[src/rtl/display_scan_ctrl.sv]
// Digit scan generator and frame-synchronous double buffer for the 4-digit seven-segment path.
// Optional inter-digit blanking is compiled in with `define SCAN_BLANK_EN.
module display_scan_ctrl #(
    parameter int DIV_MAX   = 49999,
    parameter int BLANK_CYC = 16
) (
    input  logic        clk,
    input  logic        rst_n,
    input  logic        enable,
    input  logic        load,
    input  logic [15:0] data_in,
    input  logic [3:0]  point_in,
    input  logic [3:0]  le_in,
    output logic [15:0] Hexs,
    output logic [3:0]  Point,
    output logic [3:0]  Les,
    output logic [1:0]  Scan,
    output logic        blank,
    output logic        frame_done,
    output logic        pending
);
    localparam int CW = ($clog2(DIV_MAX + 1) < 1) ? 1 : $clog2(DIV_MAX + 1);

    typedef struct packed {
        logic [15:0] hex;
        logic [3:0]  point;
        logic [3:0]  le;
    } disp_t;

    logic [CW-1:0] presc_q, presc_d;
    logic [1:0]    scan_q, scan_d;
    disp_t         shadow_q, shadow_d;
    disp_t         commit_q, commit_d;
    logic          pending_q, pending_d;
    logic          fd_q, fd_d;
    logic          tick, boundary;

    assign tick     = enable && (presc_q == CW'(DIV_MAX));
    assign boundary = tick && (scan_q == 2'd3);

    always_comb begin
        presc_d   = presc_q;
        scan_d    = scan_q;
        shadow_d  = shadow_q;
        commit_d  = commit_q;
        pending_d = pending_q;
        fd_d      = boundary;
        if (enable) begin
            presc_d = tick ? '0 : presc_q + CW'(1);
            if (tick) scan_d = scan_q + 2'd1;
        end
        // Commit uses the old shadow, so a load on the boundary edge waits a full frame.
        if (boundary && pending_q) begin
            commit_d  = shadow_q;
            pending_d = 1'b0;
        end
        if (load) begin
            shadow_d  = '{hex: data_in, point: point_in, le: le_in};
            pending_d = 1'b1;
        end
    end

    always_ff @(posedge clk or negedge rst_n) begin
        if (!rst_n) begin
            presc_q   <= '0;
            scan_q    <= '0;
            shadow_q  <= '0;
            commit_q  <= '0;
            pending_q <= 1'b0;
            fd_q      <= 1'b0;
        end else begin
            presc_q   <= presc_d;
            scan_q    <= scan_d;
            shadow_q  <= shadow_d;
            commit_q  <= commit_d;
            pending_q <= pending_d;
            fd_q      <= fd_d;
        end
    end

`ifdef SCAN_BLANK_EN
    localparam int BW = ($clog2(BLANK_CYC + 1) < 1) ? 1 : $clog2(BLANK_CYC + 1);

    logic [BW-1:0] bcnt_q, bcnt_d;
    logic          blank_q, blank_d;

    // Blank is registered from the next counter value so it rises with the Scan change.
    always_comb begin
        bcnt_d = bcnt_q;
        if (tick)             bcnt_d = BW'(BLANK_CYC);
        else if (bcnt_q != 0) bcnt_d = bcnt_q - BW'(1);
        blank_d = (bcnt_d != 0) || !enable;
    end

    always_ff @(posedge clk or negedge rst_n) begin
        if (!rst_n) begin
            bcnt_q  <= '0;
            blank_q <= 1'b0;
        end else begin
            bcnt_q  <= bcnt_d;
            blank_q <= blank_d;
        end
    end

    assign blank = blank_q;
`else
    assign blank = 1'b0;
`endif

    assign Hexs       = commit_q.hex;
    assign Point      = commit_q.point;
    assign Les        = commit_q.le;
    assign Scan       = scan_q;
    assign frame_done = fd_q;
    assign pending    = pending_q;
endmodule
[config.mk]
export PLATFORM = sky130hd
export DESIGN_NAME = display_scan_ctrl
export DESIGN_NICKNAME = d
export VERILOG_FILES = /design/src/rtl/display_scan_ctrl.sv
export SDC_FILE = /design/constraint.sdc
export NUM_CORES = 1
export LEC_CHECK = 0
export ABC_AREA = 1
export BUFFER_PORTS_ARGS = -buffer_cell sky130_fd_sc_hd__buf_2
export CORE_UTILIZATION = 50
export DETAILED_ROUTE_END_ITERATION = 16
export GPL_ROUTABILITY_DRIVEN = 0
export PLACE_DENSITY = 0.79
export SLEW_MARGIN = 20
export SYNTH_ARGS = -nofsm -noshare
export SYNTH_HDL_FRONTEND = slang
export SYNTH_SLANG_ARGS = --single-unit
[constraint.sdc]
create_clock -name clk -period 1.29 [get_ports clk]
set_input_delay 0.1935 -clock clk [delete_from_list [all_inputs] [get_ports clk]]
set_output_delay 0.1935 -clock clk [all_outputs]
set_load 0.01 [all_outputs]
After elaboration in Yosys (flattened, before gate mapping)
Index checks and enable logic that the tools add are counted.
{"block": "word_totals", "regBits": 68, "latch_bits": 0, "mem_bits_rw": 0, "mem_bits_ro": 0, "in_bits": 28, "output_inout_bits": 29, "word_cells": 22, "n_memories": 0}
{"block": "op_classes", "n_addsub": 2, "n_mul": 0, "n_div": 0, "magnitude_cmp": 0, "eq_ne": 2, "n_shift": 0, "muxes": 3, "bitwise_logic": 0, "n_reduce_logical": 5}
{"op": "16-bit by 1-bit adder with 16-bit output (second input constant)", "count": 1}
{"op": "16-bit == test (second input constant)", "count": 1}
{"op": "16-bit 2-to-1 mux", "count": 1}
{"op": "1-bit logical AND", "count": 3}
{"op": "2-bit by 1-bit adder with 2-bit output (second input constant)", "count": 1}
{"op": "2-bit == test (second input constant)", "count": 1}
{"op": "1-bit 2-to-1 mux", "count": 2}
{"op": "2-bit AND reduction", "count": 1}
{"op": "2-bit nonzero test", "count": 1}

Longest topological paths before layout
Gate-level depths: netlist of run 1.
{"block": "depth", "depth_word": 6, "mapped_depth": 9, "ltp_nobuf": 8}

Least setup slack after synthesis of run 1
OpenSTA, ideal clock, no wires.
{"block": "synth_timing", "path_type": "register to register", "start": "register presc_q[0]", "end": "register commit_q (netlist bit Les[2])", "setup_time_ps": 65, "arrival_time_ps": 1291, "required_time_ps": 1225, "setup_slack_ps": -67, "stages_incl_launch_ff": 9, "path_buffers": 1, "period_less_slack_ps": 1357, "path_cell_list": "dfrtp_1 ha_1 nand3_2 inv_1 nand3_1 nor2_4 buf_6 nand4_1 nand2_1"}
{"block": "synth_via", "elab_chain_cells": 4}
{"element": "start: declaration", "line": "30", "text": "logic [CW-1:0] presc_q, presc_d;"}
{"element": "start signal: assignment", "line": "72", "text": "presc_q <= presc_d;"}
{"element": "16-bit == test", "line": "38", "text": "assign tick = enable && (presc_q == CW'(DIV_MAX));"}
{"element": "1-bit logical AND", "line": "38"}
{"element": "1-bit logical AND", "line": "39", "text": "assign boundary = tick && (scan_q == 2'd3);"}
{"element": "1-bit logical AND", "line": "53", "text": "if (boundary && pending_q) begin"}
{"element": "end signal: assignment", "line": "75", "text": "commit_q <= commit_d;"}
{"element": "end: declaration", "line": "33", "text": "disp_t commit_q, commit_d;"}
No other way between the ends.
A chain may end at the register's enable or synchronous reset.

Final worst setup path of run 1
{"block": "layout_timing", "start": "register presc_q[10]", "end": "register commit_q (netlist bit Hexs[10])"}
Same word-level chain as after synthesis.

==> impl_metrics.yaml, run 1 <==
layout:
  final_layout_size_suffix_gt1_frac: 0.375
  diodes: 0
  multi_input_area_um2: 1310
  seq_area_um2: 1700
  instances_no_fill: 539
  synthToLayoutAreaGrowth_pct: 37.5
  nFillCells: 414
  nets: 489
worst_setup_path:
  worstSetupEndpointType: "flop"
  r2r_setup_slack_ns: -0.24
  cp_cell_sequence: "inv_2 -> nand2_2 -> nor2_4 -> nand2_2 -> nor2_4 -> nand4_4 -> clkbuf_16 -> nand2_1 -> nand2_1"
  cp_max_fo: 8
  cp_data_required_time_ns: 1.54
  crit_start: "presc_q[10]$_DFFE_PN0P_"
  criticalPathCategory: "reg2reg"
  critPathArrivalTime_ns: 1.78
  start_kind: "flop"
  slowest_delay_ns: 0.40
  crit_slowest_cell: "dfrtp_1"
  r2r_start: "presc_q[10]$_DFFE_PN0P_"
sta:
  skew_ns: 0.00689
  setup_viol: 40
  min_period_ns: 1.53
  fmax_mhz: 654
  report.final.slew_viol_count: 0
  rsz0062_at_grt: "true"
  setup_ws_ns: -0.239
  setup_tns_ns: -7.35
  period_share: 1.19
  hold_viol: 0
grt:
  grt_pass1_vias: 2534
  grt_pass1_wl_um: 11600
  antenna_found_initial: 0
  grt_max_degree: 27
  grt.overflow.total: 0
  gr-usage-met2: 0.370
  use_met3: 0.0670
  grt_util_all_layers: 0.243
  grt_use_met1: 0.320
  busiest_layer: "met2"
synth:
  synth_cell_types: 28
  synthCells: 358
  ys_ff_latch: 68
  post-synth-top-area-cell: "dfrtp_1"
  avgSynthCellArea_um2: 8.58
  synth_nets: 388
  synthTopCellsByArea: "dfrtp_1 (55%), nand2_1 (19%), nand4_1 (5.7%)"
  synth_top_area_share: 0.554
  syn_area_um2: 3070
  ys_seq_area_frac: 0.554
  yosys_warnings: 0
clock_network:
  worst_skew_pair.late_latency_ns: 0.36
  root_buffer: "clkbuf_8"
  h-tree-depth: 3
  clock-sinks: 68
  path_clk_slew_ns: 0.08
  cts_buffer_depth: 2
  numCtsBuffers: 9
  cts_tree: "built"
pwr:
  power_frac_comb: 0.187
  ir_drop_mv: 0.918
  power.internal_mw: 3.98
  clkPwrFrac: 0.368
  seq_power_share: 0.445
  switching_share: 0.291
  power_leakage_nw: 2.33
  p_per_area_nw_per_um2: 1330
  p_total_mw: 5.61
  switchingPower_mw: 1.63
outcome:
  status: "complete, but fails checks"
  violations: "setup timing"
floorplanning:
  io_pins: 57
  die_w_um: 80.4
  num_rows: 28
  dieArea_um2: 6460
  initial_utilization: 0.519
  coreArea_um2: 5920
  die-height_um: 80.4
route:
  vias: 2784
  finalWirelength_um: 8020
  dr.pass1.iters: 4
  drc_errors: 0
  ant_nets: 0
  drt_iter0_drc: 298
  viasPerCell: 5.17
  wl_per_cell_um: 14.9
placement:
  place_ws_ns: -0.140
  portBuffers: 55
  hpwl_um: 4780
  placedCellCount: 511
worst_hold_path:
  hp-start: "data_in[4]"
  hp-class: "in2reg"
job:
  cap_violations: 0
## cell type report
| cell class | count | area share |
|---|---|---|
| timing repair buffer | 107 | 0.187 |
| clock buffer | 11 | 0.0359 |
| inverter | 25 | 0.0228 |
| clock inverter | 5 | 0.0199 |
| tap | 75 | 0.0222 |
| sequential | 68 | 0.403 |
| multi-input combinational | 248 | 0.309 |
## path summary, 6_finish.rpt
check,cells past startpoint,to
worst max-delay path,9,Hexs[10]$_DFFE_PN0P_
worst min-delay path,3,shadow_q[12]$_DFFE_PN0P_
worst max register to register,9,Hexs[10]$_DFFE_PN0P_
worst min register to register,2,shadow_q[12]$_DFFE_PN0P_
max in group asynchronous,3,shadow_q[23]$_DFFE_PN0P_
min in group asynchronous,2,presc_q[11]$_DFFE_PN0P_
## worst max-delay path: cells and delay by family (launching register included)
family | cells | cell delay (ns)
buf+inv | 2 | 0.30
flops | 1 | 0.40
simple gates | 7 | 0.72
## power groups by stage
stage	clock network, mW	registers [mW]	logic (mW)
after detailed placement	0	2.52	0.930
after global routing	2.16	2.52	1.17
final	2.07	2.50	1.05
after global placement	0	2.51	0.894
after floorplan	0	2.53	0.454
after CTS	2.06	2.48	0.967
## registers in the layout, summed over array words and instances (netlist names)
register and count:
Scan 2, pending 1, presc_q 16, frame_done 1, shadow_q 24, Hexs 16
Point 4, Les 4
## repair_timing
item	in CTS	in global routing
pin swaps	3	16
resized for setup	10	38
buffers inserted	2	5
hold buffers	1	0
gates cloned	0	4
hold endpoints to repair	8	0
endpoints found under the setup margin	43	44
## cells by family (layout without fill, tap and decap cells)
kind of cell / Yosys count / count (layout) / share of synthesized area
simple gates: 231 / 231 / 0.332
flops: 68 / 68 / 0.554
buf+inv: 42 / 148 / 0.0696
compound gates: 8 / 8 / 0.0159
xor+xnor: 6 / 6 / 0.0196
fa+ha+maj: 2 / 2 / 0.00815
other cells: 1 / 1 / 0.00122
## through the flow
step	utilization	hold WS, ns	instance area, µm²
2_1_floorplan	-	-0.102	3100
3_3_place_gp	0.625	0.116	3700
3_5_place_dp	0.625	0.114	3700
4_1_cts	0.674	0.0229	3990
5_1_grt	0.713	0.0383	4220
6_report	0.713	0.0253	4220
## cell usage after synthesis
cell type	n
nor3_1	8
conb_1	1
o211a_1	1
clkbuf_1	6
inv_2	7
xor2_1	5
xor2_2	1
o21bai_1	1
buf_6	6
buf_2	3
a31oi_1	1
or2_2	1
nand2_2	2
nor2_1	23
o21ai_0	4
nor2_4	2
nand3_2	1
nor2_2	1
nand4_4	1
buf_4	2
nand2_1	154
ha_1	2
nor3_2	2
nand4_1	28
inv_1	18
nand3_1	8
a21oi_1	1
dfrtp_1	68
## layout by cell type (no fill, tap or decap), drive strengths merged, types with 6 or more instances in the layout
cell type | synthesis | layout
nor2 | 26 | 26
dfrtp | 68 | 68
nand3 | 9 | 9
inv | 25 | 25
nand2 | 156 | 156
clkbuf | 6 | 14
nor3 | 10 | 10
buf | 11 | 103
nand4 | 29 | 29
xor2 | 6 | 6
## layer usage
layer / up-vias / wire length [µm]
li1: 1341 / -
met5: - / 0
met3: 24 / 462
met1: 1316 / 3310
met2: 103 / 4000
met4: 0 / 249
Power figures use the tool's default switching activity.
==> inputs of run 2 (changes only) <==
- SKIP_LAST_GASP: not set -> 1
==> run 2 against run 1 <==
Effect of this change:
- the flow still finishes with violations (setup timing)
- clock power about the same
- first-iteration DRC count fell by 23%
- clock skew rose by 0.0026 ns
- via count shrank 2.6%
- sequential share of layout area rose by 1.4 points
- worst hold slack better by 0.0042 ns
- critical path depth fell by 1
- cell area fell by 3.3%
- combinational power decreased by 4%
- critical endpoint is now Hexs[7]$_DFFE_PN0P_
==> impl_metrics.yaml, run 2 (synthesis results as in run 1) <==
outcome:
  status: "complete, but fails checks"
  violations: "setup timing"
sta:
  fmax_mhz: 675
  min_period_ns: 1.48
  setup_ws_ns: -0.192
  skew_ns: 0.00951
  setup_viol: 38
  hold_viol: 0
  report.final.slew_viol_count: 0
  rsz0062_at_grt: "true"
  period_share: 1.15
clock_network:
  cts_tree: "built"
  cts_buffer_depth: 2
  h-tree-depth: 3
  clock-sinks: 68
  worst_skew_pair.late_latency_ns: 0.36
  root_buffer: "clkbuf_8"
  numCtsBuffers: 9
  path_clk_slew_ns: 0.07
grt:
  grt_max_degree: 27
  grt_util_all_layers: 0.243
  grt_pass1_wl_um: 11600
  grt_pass1_vias: 2534
  grt.overflow.total: 0
  antenna_found_initial: 0
layout:
  diodes: 0
  nFillCells: 443
  synthToLayoutAreaGrowth_pct: 33.0
  nets: 485
  largest_reg_flops: 24
  final_common_cell: "nand2_1"
  instances_no_fill: 535
  top_register: "shadow_q"
  mostFrequentLayoutCells: "nand2_1 (153), dfrtp_1 (67), buf_2 (55)"
  post-route-cell-area_um2: 4080
  final_layout_size_suffix_gt1_frac: 0.324
route:
  drt_iter0_drc: 229
  finalWirelength_um: 7280
  viasPerCell: 5.07
  wl_per_cell_um: 13.6
  dr.pass1.iters: 4
  vias: 2712
  ant_nets: 0
  drc_errors: 0
pwr:
  switching_share: 0.284
  ir_drop_mv: 0.912
  power_leakage_nw: 2.28
  clkPwrFrac: 0.368
  switchingPower_mw: 1.57
  p_per_area_nw_per_um2: 1360
  power.internal_mw: 3.96
  seq_power_share: 0.450
  power_frac_comb: 0.183
floorplanning:
  io_pins: 57
  coreArea_um2: 5920
  num_rows: 28
  initial_utilization: 0.519
  dieArea_um2: 6460
  die-height_um: 80.4
  die_w_um: 80.4
worst_setup_path:
  reg2regPathDepth: 8
  start_kind: "flop"
  rr_endpoint: "Hexs[7]$_DFFE_PN0P_"
  criticalPathCategory: "reg2reg"
  critPathArrivalTime_ns: 1.78
  cp_data_required_time_ns: 1.59
  r2r_setup_slack_ns: -0.19
  cp_max_fo: 6
  r2r_start: "presc_q[1]$_DFFE_PN0P_"
  worstSetupEndpointType: "flop"
worst_hold_path:
  min_to: "shadow_q[12]$_DFFE_PN0P_"
  hp-class: "in2reg"
  hold_path_depth: 3
  hp-start: "data_in[4]"
placement:
  placed_cell_area_um2: 3700
  hpwl_um: 4780
  placedCellCount: 511
  portBuffers: 55
job:
  cap_violations: 0
-- run 2: layout make-up --
cell class | instances | area (µm²) | area share
clock buffer | 11 | 151 | 0.0371
multi-input combinational | 248 | 1230 | 0.302
sequential | 68 | 1700 | 0.417
clock inverter | 5 | 83.8 | 0.0205
inverter | 25 | 96.3 | 0.0236
timing repair buffer | 103 | 721 | 0.176
tap | 75 | 93.8 | 0.0230
-- run 2: worst max-delay path by stage --
| stage | start | to | cells after the start |
|---|---|---|---|
| after floorplan | presc_q[1]$_DFFE_PN0P_ | Scan[0]$_DFFE_PN0P_ | 7 |
| after global placement | presc_q[1]$_DFFE_PN0P_ | pending$_DFFE_PN0P_ | 6 |
| after detailed placement | presc_q[1]$_DFFE_PN0P_ | pending$_DFFE_PN0P_ | 6 |
| after CTS | presc_q[1]$_DFFE_PN0P_ | Hexs[7]$_DFFE_PN0P_ | 8 |
| after global routing | presc_q[1]$_DFFE_PN0P_ | Hexs[14]$_DFFE_PN0P_ | 8 |
| final | presc_q[1]$_DFFE_PN0P_ | Hexs[7]$_DFFE_PN0P_ | 8 |
-- run 2: critical path: stages, from the launching register on --
cell	delay (ns)
dfrtp_1	0.40
ha_4	0.17
nand3_4	0.12
inv_4	0.10
nand3_4	0.09
nor2_4	0.18
buf_4	0.18
nand4_1	0.09
nand2_1	0.08
-- run 2: per-stage QoR --
step | setup slack, ns | hold slack, ns | util | total power [mW] | TNS [ns]
6_report | -0.192 | 0.0295 | 0.690 | 5.54 | -5.09
5_1_grt | -0.271 | 0.0365 | 0.690 | 5.80 | -8.20
4_1_cts | -0.144 | 0.0229 | 0.674 | 5.51 | -3.81
3_5_place_dp | -0.140 | 0.114 | 0.625 | 3.45 | -3.15
3_3_place_gp | -0.112 | 0.116 | 0.625 | 3.40 | -2.05
2_1_floorplan | -0.00424 | -0.102 | - | 2.98 | -0.0777
-- run 2: power by group through the flow --
stage | logic, mW | registers [mW] | clock network (mW)
2_1_floorplan | 0.454 | 2.53 | 0
3_3_place_gp | 0.894 | 2.51 | 0
3_5_place_dp | 0.930 | 2.52 | 0
4_1_cts | 0.965 | 2.48 | 2.06
5_1_grt | 1.13 | 2.51 | 2.16
6_report | 1.01 | 2.49 | 2.04
-- run 2: layer usage --
layer	share of wire	up-vias	wire length, µm	track usage
met2	0.48	92	3530	0.370
li1	-	1331	-	-
met1	0.45	1269	3250	0.320
met5	0	-	0	0
met4	0.023	0	170	0.113
met3	0.046	20	335	0.0670
-- run 2: what timing repair did --
action / CTS / global route
endpoints found under the setup margin: 43 / 44
pin swaps: 3 / 6
hold buffers: 1 / 0
buffers inserted: 2 / 4
cloned: 0 / 1
hold endpoints to repair: 8 / 0
gates resized for setup: 8 / 10
